**config.mk**
```make
export PLATFORM = sky130hd
export DESIGN_NAME = singly_linked_list_host
export DESIGN_NICKNAME = d
export VERILOG_FILES = /design/src/rtl/singly_linked_list_host.sv
export SDC_FILE = /design/constraint.sdc
export NUM_CORES = 1
export LEC_CHECK = 0
export ABC_CLOCK_PERIOD_IN_PS = 3000
export BUFFER_PORTS_ARGS = -buffer_cell sky130_fd_sc_hd__buf_2
export CAP_MARGIN = 20
export CORE_UTILIZATION = 53
export CTS_BUF_LIST = sky130_fd_sc_hd__clkbuf_8
export DETAILED_ROUTE_END_ITERATION = 7
export PLACE_DENSITY_LB_ADDON = 0.08
export SLEW_MARGIN = 20
export SYNTH_ARGS = -nofsm -noshare
export SYNTH_HDL_FRONTEND = slang
export SYNTH_SLANG_ARGS = --single-unit
```
**constraint.sdc**
```tcl
create_clock -name clk -period 3 [get_ports clk]
set_clock_uncertainty 0.2 [all_clocks]
set_input_delay 0.6 -clock clk [delete_from_list [all_inputs] [get_ports clk]]
set_output_delay 0.6 -clock clk [all_outputs]
set_load 0.05 [all_outputs]
```
**src/rtl/singly_linked_list_host.sv**
```systemverilog
// rtl/singly_linked_list_host.sv - host command sequencer driving one singly_linked_list instance
// Optional op_done watchdog is compiled in when LL_HOST_WATCHDOG_EN is defined.
module singly_linked_list_host #(
  parameter int DATA_WIDTH  = 8,
  parameter int MAX_NODE    = 8,
  parameter int ADDR_WIDTH  = $clog2(MAX_NODE + 1),
  parameter int WDOG_CYCLES = 64
) (
  input  logic                  clk,
  input  logic                  rst,
  input  logic                  cmd_valid,
  output logic                  cmd_ready,
  input  logic [1:0]            cmd_op,
  input  logic [DATA_WIDTH-1:0] cmd_data,
  output logic                  rd_valid,
  input  logic                  rd_ready,
  output logic [DATA_WIDTH-1:0] rd_data,
  output logic                  rd_last,
  output logic                  resp_valid,
  output logic                  resp_fault,
  output logic [ADDR_WIDTH-1:0] resp_count,
  output logic [1:0]            ll_op,
  output logic [DATA_WIDTH-1:0] ll_data_in,
  output logic [ADDR_WIDTH-1:0] ll_addr_in,
  output logic                  ll_op_start,
  input  logic [DATA_WIDTH-1:0] ll_data_out,
  input  logic [ADDR_WIDTH-1:0] ll_next_node_addr,
  input  logic                  ll_op_done,
  input  logic [ADDR_WIDTH-1:0] ll_head,
  input  logic                  ll_empty,
  input  logic                  ll_fault
);

  localparam logic [ADDR_WIDTH-1:0] NULL_ADDR = '1;
  localparam logic [ADDR_WIDTH-1:0] MAX_CNT   = ADDR_WIDTH'(MAX_NODE);

  typedef enum logic [1:0] {IDLE, ISSUE, STREAM, RESP} state_t;

  state_t                state, state_next;
  logic [ADDR_WIDTH-1:0] next_ptr;
  logic [ADDR_WIDTH-1:0] count;
  logic [ADDR_WIDTH-1:0] count_inc;
  logic                  fault;
  logic                  wdog_expired;

  assign count_inc = count + 1'b1;

`ifdef LL_HOST_WATCHDOG_EN
  localparam int WDOG_W = $clog2(WDOG_CYCLES + 1);
  logic [WDOG_W-1:0] wdog_cnt;

  // Leaving ISSUE (to STREAM or RESP) clears the counter, so every list op gets a full budget.
  always_ff @(posedge clk) begin
    if (rst || state != ISSUE) wdog_cnt <= '0;
    else                       wdog_cnt <= wdog_cnt + 1'b1;
  end

  assign wdog_expired = (state == ISSUE) && (wdog_cnt == WDOG_W'(WDOG_CYCLES - 1));
`else
  assign wdog_expired = 1'b0;
`endif

  always_ff @(posedge clk) begin
    if (rst) state <= IDLE;
    else     state <= state_next;
  end

  always_comb begin
    state_next  = state;
    cmd_ready   = 1'b0;
    ll_op_start = 1'b0;
    rd_valid    = 1'b0;
    resp_valid  = 1'b0;
    resp_fault  = 1'b0;
    resp_count  = '0;
    case (state)
      IDLE: begin
        cmd_ready = !rst;
        if (cmd_valid) state_next = (cmd_op == 2'd0 && ll_empty) ? RESP : ISSUE;
      end
      ISSUE: begin
        ll_op_start = !rst;
        if (ll_op_done)        state_next = (ll_op == 2'd0 && !ll_fault) ? STREAM : RESP;
        else if (wdog_expired) state_next = RESP;
      end
      STREAM: begin
        rd_valid = 1'b1;
        // A chain that never reaches NULL within MAX_NODE beats is treated as corrupt.
        if (rd_ready) state_next = (rd_last || count_inc == MAX_CNT) ? RESP : ISSUE;
      end
      RESP: begin
        resp_valid = 1'b1;
        resp_fault = fault;
        resp_count = count;
        state_next = IDLE;
      end
      default: state_next = IDLE;
    endcase
  end

  always_ff @(posedge clk) begin
    if (rst) begin
      ll_op      <= '0;
      ll_data_in <= '0;
      ll_addr_in <= NULL_ADDR;
      rd_data    <= '0;
      rd_last    <= 1'b0;
      next_ptr   <= NULL_ADDR;
      count      <= '0;
      fault      <= 1'b0;
    end else begin
      case (state)
        IDLE: begin
          if (cmd_valid) begin
            ll_op      <= cmd_op;
            ll_data_in <= cmd_data;
            if (cmd_op == 2'd0) ll_addr_in <= ll_head;
          end
        end
        ISSUE: begin
          if (ll_op_done) begin
            if (ll_fault) begin
              fault <= 1'b1;
            end else if (ll_op == 2'd0) begin
              rd_data  <= ll_data_out;
              next_ptr <= ll_next_node_addr;
              rd_last  <= (ll_next_node_addr == NULL_ADDR);
            end
          end else if (wdog_expired) begin
            fault <= 1'b1;
          end
        end
        STREAM: begin
          if (rd_ready) begin
            count <= count_inc;
            if (!rd_last) begin
              if (count_inc == MAX_CNT) fault <= 1'b1;
              else                      ll_addr_in <= next_ptr;
            end
          end
        end
        RESP: begin
          fault <= 1'b0;
          count <= '0;
        end
        default: ;
      endcase
    end
  end

endmodule

```
# After elaboration in Yosys (flattened, before gate mapping)
# Index checks and enable logic that the tools add are counted.
# word_totals
reg_bits	34
in_bits	33
output_inout_bits	32
elab_cells	68
# classes
add_sub_neg	1
eq_ne	13
mux	27
n_bitwise	1
reduce_logical	17
# ops
cell	n
$mux W4	7
$ne A2 B2 Y1 const B	8
$pmux W4 S2	2
$reduce_and A6 Y1	2
$mux W1	11
$mux W2	5
$eq A4 B4 Y1 const B	2
$pmux W2 S4	1
$logic_not A2 Y1	3
$add A4 B1 Y4 const B	1
$eq A2 B2 Y1 const B	2
$reduce_and A2 Y1	2
$reduce_and A4 Y1	1
$reduce_bool A2 Y1	2
$pmux W1 S3	1
$reduce_and A3 Y1	1
$reduce_bool A3 Y1	1
$eq A2 B1 Y1 const B	1
$logic_and A1 B1 Y1	2
$logic_not A1 Y1	2
$logic_or A1 B1 Y1	1
$not A1 Y1	1

# Longest topological paths before layout
# Gate-level depths: netlist (run 1).
# depth
ltp_word	6
mapped_depth	6
ltp_nobuf	5

# Worst setup path after synthesis (run 1)
# Ideal clock, no wire load.
# synth_timing
kind	input -> output
from	input rst
to	output ll_op_start
arrival_time_ps	1987
t_required_ps	2200
slack_ps	213
cell_stages	2
n_path_buf	1
path_cell_list	dlymetal6s2s_1 nor3b_1
# synth_between
elab_chain_cells	2
# synth_rtl
element	line	text
start: declaration	10	input logic rst,
$logic_not A1 Y1	82	ll_op_start = !rst;
$mux W1	76	case (state)
end: declaration	25	output logic ll_op_start,
# Every way passes these cells.

# Worst setup path after layout (run 1)
# layout_timing
from	register state[0]
to	output ll_op_start
# layout_between
elab_chain_cells	2
# layout_rtl
element	line	text
start: declaration	39	state_t state, state_next;
start signal: assignment	65	else state <= state_next;
$eq A2 B1 Y1	76	
$mux W1	76	
# Every way passes these cells.

==> results of run 1 <==
-- critical path, stage by stage (launching register included) --
cell and delay, ns:
dfxtp_1 0.69, nor3b_1 0.24, buf_2 0.29
-- cell type report --
| type | count | share of cell area (%) |
|---|---|---|
| flip-flops and latches | 34 | 35.3 |
| well taps | 31 | 2.01 |
| multi-input cells | 114 | 40.5 |
| clock buffers | 6 | 4.29 |
| repair buffers | 66 | 17.4 |
| inverters | 2 | 0.390 |
-- worst max path at each step --
stage               startpoint           to  slack, ns  depth (start not counted)
finish                state[0]  ll_op_start       0.69                          2
global route          state[0]  ll_op_start       0.59                          2
CTS                   state[0]  ll_op_start       0.70                          2
detailed placement    ll_fault  next_ptr[1]       0.67                          5
global placement      ll_fault  next_ptr[1]       0.76                          5
floorplan                  rst  ll_op_start       0.21                          2
-- state kept, by name, indices dropped and copies added (netlist names) --
name,count
ll_data_in,8
rd_data,8
count,4
ll_addr_in,4
next_ptr,4
ll_op,2
state,2
fault,1
rd_last,1
-- cells in the mapped netlist (4+ instances only) --
| cell type | number |
|---|---|
| a211o_1 | 4 |
| a211oi_1 | 6 |
| and3_1 | 5 |
| dfxtp_1 | 34 |
| mux2i_1 | 24 |
| nor2_1 | 29 |
| nor2b_1 | 6 |
| o21ai_0 | 4 |
-- through the flow --
step	hold slack, ns	utilization [%]	instance area [sq um]	cells	worst slack, ns
3_5_place_dp	0.279	66.8	1840	247	0.671
2_1_floorplan	0.290	-	1560	161	0.213
6_report	0.291	69.8	1930	253	0.695
3_3_place_gp	0.267	66.8	1840	247	0.762
4_1_cts	0.299	69.8	1930	253	0.698
5_1_grt	0.320	69.8	1930	253	0.594
-- where the power goes --
| group | switching, mW | internal (mW) | leakage [nW] | total [mW] |
|---|---|---|---|---|
| Sequential | 0.0196 | 0.475 | 0.277 | 0.495 |
| Clock | 0.149 | 0.177 | 0.0431 | 0.326 |
| Combinational | 0.141 | 0.0736 | 0.604 | 0.214 |
| Total | 0.309 | 0.725 | 0.924 | 1.03 |
-- cells by family after synthesis --
| logic type | count (synthesis) | share of synthesized area [%] |
|---|---|---|
| and+or+nand+nor | 63 | 21.3 |
| DFF | 34 | 43.7 |
| AOI/OAI and AO/OA | 25 | 11.7 |
| muxes | 25 | 16.3 |
| buffers and inverters | 13 | 6.11 |
| adders and majority gates | 1 | 0.804 |
-- layout by cell type (no fill, tap or decap), types with 2 or more instances in the layout --
cell,instances
a211o_1,4
a211oi_1,6
a21oi_1,2
a31oi_1,2
and2_1,3
and2b_1,2
and2b_2,3
and3_1,5
and4_1,2
buf_2,64
buf_4,2
clkbuf_8,6
dfxtp_1,34
mux2i_1,24
nand2_1,3
nor2_1,29
nor2b_1,6
nor3_1,3
o21ai_0,4
-- layer usage --
layer | GRT usage [%] | wire length (microns) | part of all wire (%) | vias up
met1 | 26.7 | 1460 | 43 | 652
met3 | 8.37 | 234 | 6.9 | 7
li1 | - | - | - | 689
met5 | 0 | 0 | 0 | -
met2 | 38.6 | 1650 | 49 | 52
met4 | 9.41 | 57 | 1.7 | 0
==> impl_metrics.py, run 1 <==
metrics = {
    "place": {
        "io_buffers": 64,
        "dp_hpwl_microns": 2490,
        "routabilityCongestion": 0.759,
    },
    "drt": {
        "drt_iter0_markers": 53,
        "num_vias": 1400,
        "viasPerCell": 5.53,
        "first_pass_iters": 4,
        "drc": 0,
        "wl_per_cell_microns": 13.5,
        "detail-route-antenna-nets": 0,
        "routed_wl_microns": 3400,
    },
    "global_route": {
        "track_usage_pct": 23.1,
        "grt_pass1_vias": 1273,
        "antenna_found_initial": 0,
        "grt_max_degree": 39,
        "grt_pass1_wl_microns": 5590,
        "grt_overflow": 0,
    },
    "finish": {
        "synthToLayoutAreaGrowth_pct": 23.7,
        "register_area_sq_um": 681,
        "nets": 257,
        "diodes": 0,
        "fill_cells": 224,
        "drive_gt1_share_pct": 35.1,
        "multiInputGateArea_sq_um": 781,
    },
    "pwr": {
        "peakVddDrop_uv": 444,
        "power.density_mw_per_mm2": 537,
        "power_mw": 1.03,
        "static-leakage-power_nw": 0.924,
    },
    "clock_tree": {
        "cts_setup_buffers": 0,
        "postCtsResizedCells": 0,
        "cts_made_buffers": 5,
        "clk_pin_slew_ns": 0.06,
        "cts.sink_count": 34,
        "htree_levels": 2,
        "insertion_delay_ns": 0.28,
        "cts_root_buf": "clkbuf_8",
        "clk_path_buf_depth": 2,
        "cts_tree": "yes",
        "cts_hold_buffers": 0,
    },
    "yosys": {
        "netlist_top_cells_area": "dfxtp_1, mux2i_1, nor2_1",
        "synth_cell_types": 40,
        "synth_async_sr_flop_share_pct": 0,
        "synth-edff-count": 0,
        "synth_top_cell_area_share_pct": 43.7,
        "ys_warn_count": 0,
        "yosysSeqAreaShare_pct": 43.7,
        "synth_area_sq_mm": 0.00156,
        "synth_nets": 195,
        "synth_top_area_cell": "dfxtp_1",
        "synth_seq_cells": 34,
        "synthFlopType": "dfxtp_1",
        "synth_cells": 161,
        "syn_area_per_cell_sq_um": 9.67,
    },
    "floorplan": {
        "die_area_sq_mm": 0.00316,
        "start_util_pct": 56.4,
        "core_sq_mm": 0.00276,
        "num_io_pins": 65,
        "die_y_microns": 56.2,
        "fp-row-count": 19,
        "fp.dieW_microns": 56.2,
    },
    "min_path": {
        "hold_depth": 2,
        "min_to": "rd_data[1]",
        "min_from": "rd_data[1]",
        "worstHoldPathType": "flop to flop",
    },
    "worst_setup_path": {
        "reg2regPathDepth": 3,
        "required_ns": 2.20,
        "cp.arrival_ns": 1.51,
        "critPathLaunchType": "flop",
        "reg2reg_from": "state[0]",
        "crit_fanout": 21,
        "rrSetupSlack_ns": 0.81,
        "crit_type": "flop to primary output",
        "endpoint_kind": "primary output",
        "r2r-end": "next_ptr[2]",
    },
    "sta": {
        "finalCritPeriodShare_pct": 76.8,
        "slew_headroom_pct": 52.1,
        "tightestPinTransition_ns": 0.719,
        "report.final.setup_viol": 0,
        "period_needed_ns": 2.31,
        "rsz0062_at_grt": "false",
        "setup_tns_ns": 0,
        "timing.fmax_ghz": 0.434,
        "maxSlewViolCount": 0,
        "final_hold_viol_count": 0,
    },
    "run": {
        "maxCapViolations": 0,
    },
    "run_status": {
        "run_status": "finished, final reports clean",
    },
}
Note: power is estimated with default switching activity, not from simulation.
==> run 2, diff against run 1 <==
ABC_CLOCK_PERIOD_IN_PS = 2100   (was 3000)
CORE_UTILIZATION = 44   (was 53)
clock period = 2.1 ns   (was 3 ns; I/O delays follow)
==> impl_metrics.py, run 2 (synthesized netlist as in run 1, its figures left out) <==
metrics = {
    "run_status": {
        "run_status": "finished, final reports clean",
    },
    "sta": {
        "rsz0062_at_grt": "false",
        "maxSlewViolCount": 0,
        "setup_tns_ns": 0,
        "slew_headroom_pct": 63.1,
        "whs_ns": 0.146,
        "report.final.setup_viol": 0,
        "finalCritPeriodShare_pct": 91.6,
        "period_needed_ns": 1.92,
        "setup_ws_ns": 0.177,
        "timing.fmax_ghz": 0.520,
        "final_hold_viol_count": 0,
        "tightestPinTransition_ns": 0.554,
    },
    "finish": {
        "synthToLayoutAreaGrowth_pct": 28.3,
        "final_cell_mix": "buf_2, dfxtp_1, nor2_1, mux2i_1",
        "final_common_cell": "buf_2",
        "drive_gt1_share_pct": 38.1,
        "nets": 259,
        "fin_area_sq_mm": 0.00200,
        "fill_cells": 328,
        "diodes": 0,
        "reg_top3": "ll_data_in (8), rd_data (8)",
    },
    "drt": {
        "first_pass_iters": 4,
        "drc": 0,
        "drt_iter0_markers": 53,
        "detail-route-antenna-nets": 0,
        "num_vias": 1355,
        "routed_wl_microns": 3330,
        "wl_per_cell_microns": 12.3,
        "viasPerCell": 4.98,
    },
    "global_route": {
        "grt_pass1_wl_microns": 5130,
        "track_usage_pct": 19.0,
        "antenna_found_initial": 0,
        "grt_overflow": 0,
        "grt_max_degree": 39,
        "grt_pass1_vias": 1206,
    },
    "floorplan": {
        "die_area_sq_mm": 0.00378,
        "fp.dieW_microns": 61.5,
        "start_util_pct": 46.3,
        "die_y_microns": 61.5,
        "num_io_pins": 65,
        "core_sq_mm": 0.00336,
        "fp-row-count": 21,
    },
    "place": {
        "dp_worst_setup_slack_ns": 0.203,
        "place_area_sq_mm": 0.00190,
        "routabilityCongestion": 0.814,
        "io_buffers": 64,
        "dp_hpwl_microns": 2430,
    },
    "clock_tree": {
        "insertion_delay_ns": 0.28,
        "htree_levels": 2,
        "cts_hold_buffers": 0,
        "clk_path_buf_depth": 2,
        "cts.sink_count": 34,
        "cts_root_buf": "clkbuf_8",
        "clk_pin_slew_ns": 0.07,
        "cts_tree": "yes",
        "cts_made_buffers": 5,
    },
    "pwr": {
        "power.density_mw_per_mm2": 761,
        "power_mw": 1.52,
        "static-leakage-power_nw": 0.947,
        "peakVddDrop_uv": 624,
    },
    "min_path": {
        "worstHoldPathType": "input pin to flop",
    },
    "worst_setup_path": {
        "rrSetupSlack_ns": 0.34,
        "reg2regPathDepth": 4,
        "cp.arrival_ns": 1.30,
        "crit_type": "flop to primary output",
        "critPathLaunchType": "flop",
        "crit_fanout": 16,
        "required_ns": 1.48,
        "endpoint_kind": "primary output",
        "reg2reg_from": "state[0]",
        "critPathCapture": "rd_valid",
        "r2r-end": "ll_op[1]",
        "crit_start": "state[1]",
    },
    "run": {
        "maxCapViolations": 0,
    },
}
[run 2: cell count changes in the layout (fill, tap and decap cells not counted), sizes merged]
cell      delta
clkinvlp     +1
clkinv       +1
buf          +2
[run 2: area by class of cell]
class	instances	area, sq um	area share, %
multi-input cells	114	791	39.6
clock inverters	2	12.5	0.627
repair buffers	68	363	18.2
inverters	2	7.51	0.376
clock buffers	6	82.6	4.14
flip-flops and latches	34	683	34.2
well taps	46	57.6	2.88
[run 2: metal layers]
layer  vias to the layer above  part of all wire (%)  wire [microns]  track usage (%)
met5                         -                     0               0                0
met1                       609                    46            1530             23.7
li1                        691                     -               -                -
met3                         7                   7.2             239             6.51
met2                        48                    45            1490             28.4
met4                         0                   2.2              74             11.4
[run 2: worst min-delay path by stage]
stage | startpoint | end | slack [ns] | cells past startpoint
6_report | ll_next_node_addr[3] | next_ptr[3] | 0.15 | 2
5_1_grt | ll_next_node_addr[2] | next_ptr[2] | 0.15 | 2
4_1_cts | ll_next_node_addr[2] | next_ptr[2] | 0.14 | 2
3_5_place_dp | ll_data_in[2] | ll_data_in[2] | 0.28 | 2
3_3_place_gp | ll_data_in[1] | ll_data_in[1] | 0.27 | 2
2_1_floorplan | next_ptr[0] | ll_addr_in[0] | 0.29 | 2
[run 2: critical path: stages, from the launching register on]
cell,delay [ns]
dfxtp_2,0.46
inv_2,0.12
nor2_1,0.15
buf_2,0.28
[run 2: power by group]
part / total, mW / internal, mW / switching, mW / leakage (nW)
sequential: 0.711 / 0.679 / 0.0319 / 0.278
clock: 0.503 / 0.263 / 0.240 / 0.0472
combinational: 0.306 / 0.110 / 0.196 / 0.622
[run 2: per-stage QoR]
stage / utilization [%] / cells
after floorplan: - / 161
after global placement: 56.5 / 264
after detailed placement: 56.5 / 264
after CTS: 59.3 / 272
after global routing: 59.4 / 272
final: 59.4 / 272
[run 2: repair_timing]
item | 4_1_cts | 5_1_grt
cloned | 0 | 0
buffers inserted | 0 | 0
endpoints found under the setup margin | 3 | 3
gates resized for setup | 1 | 1
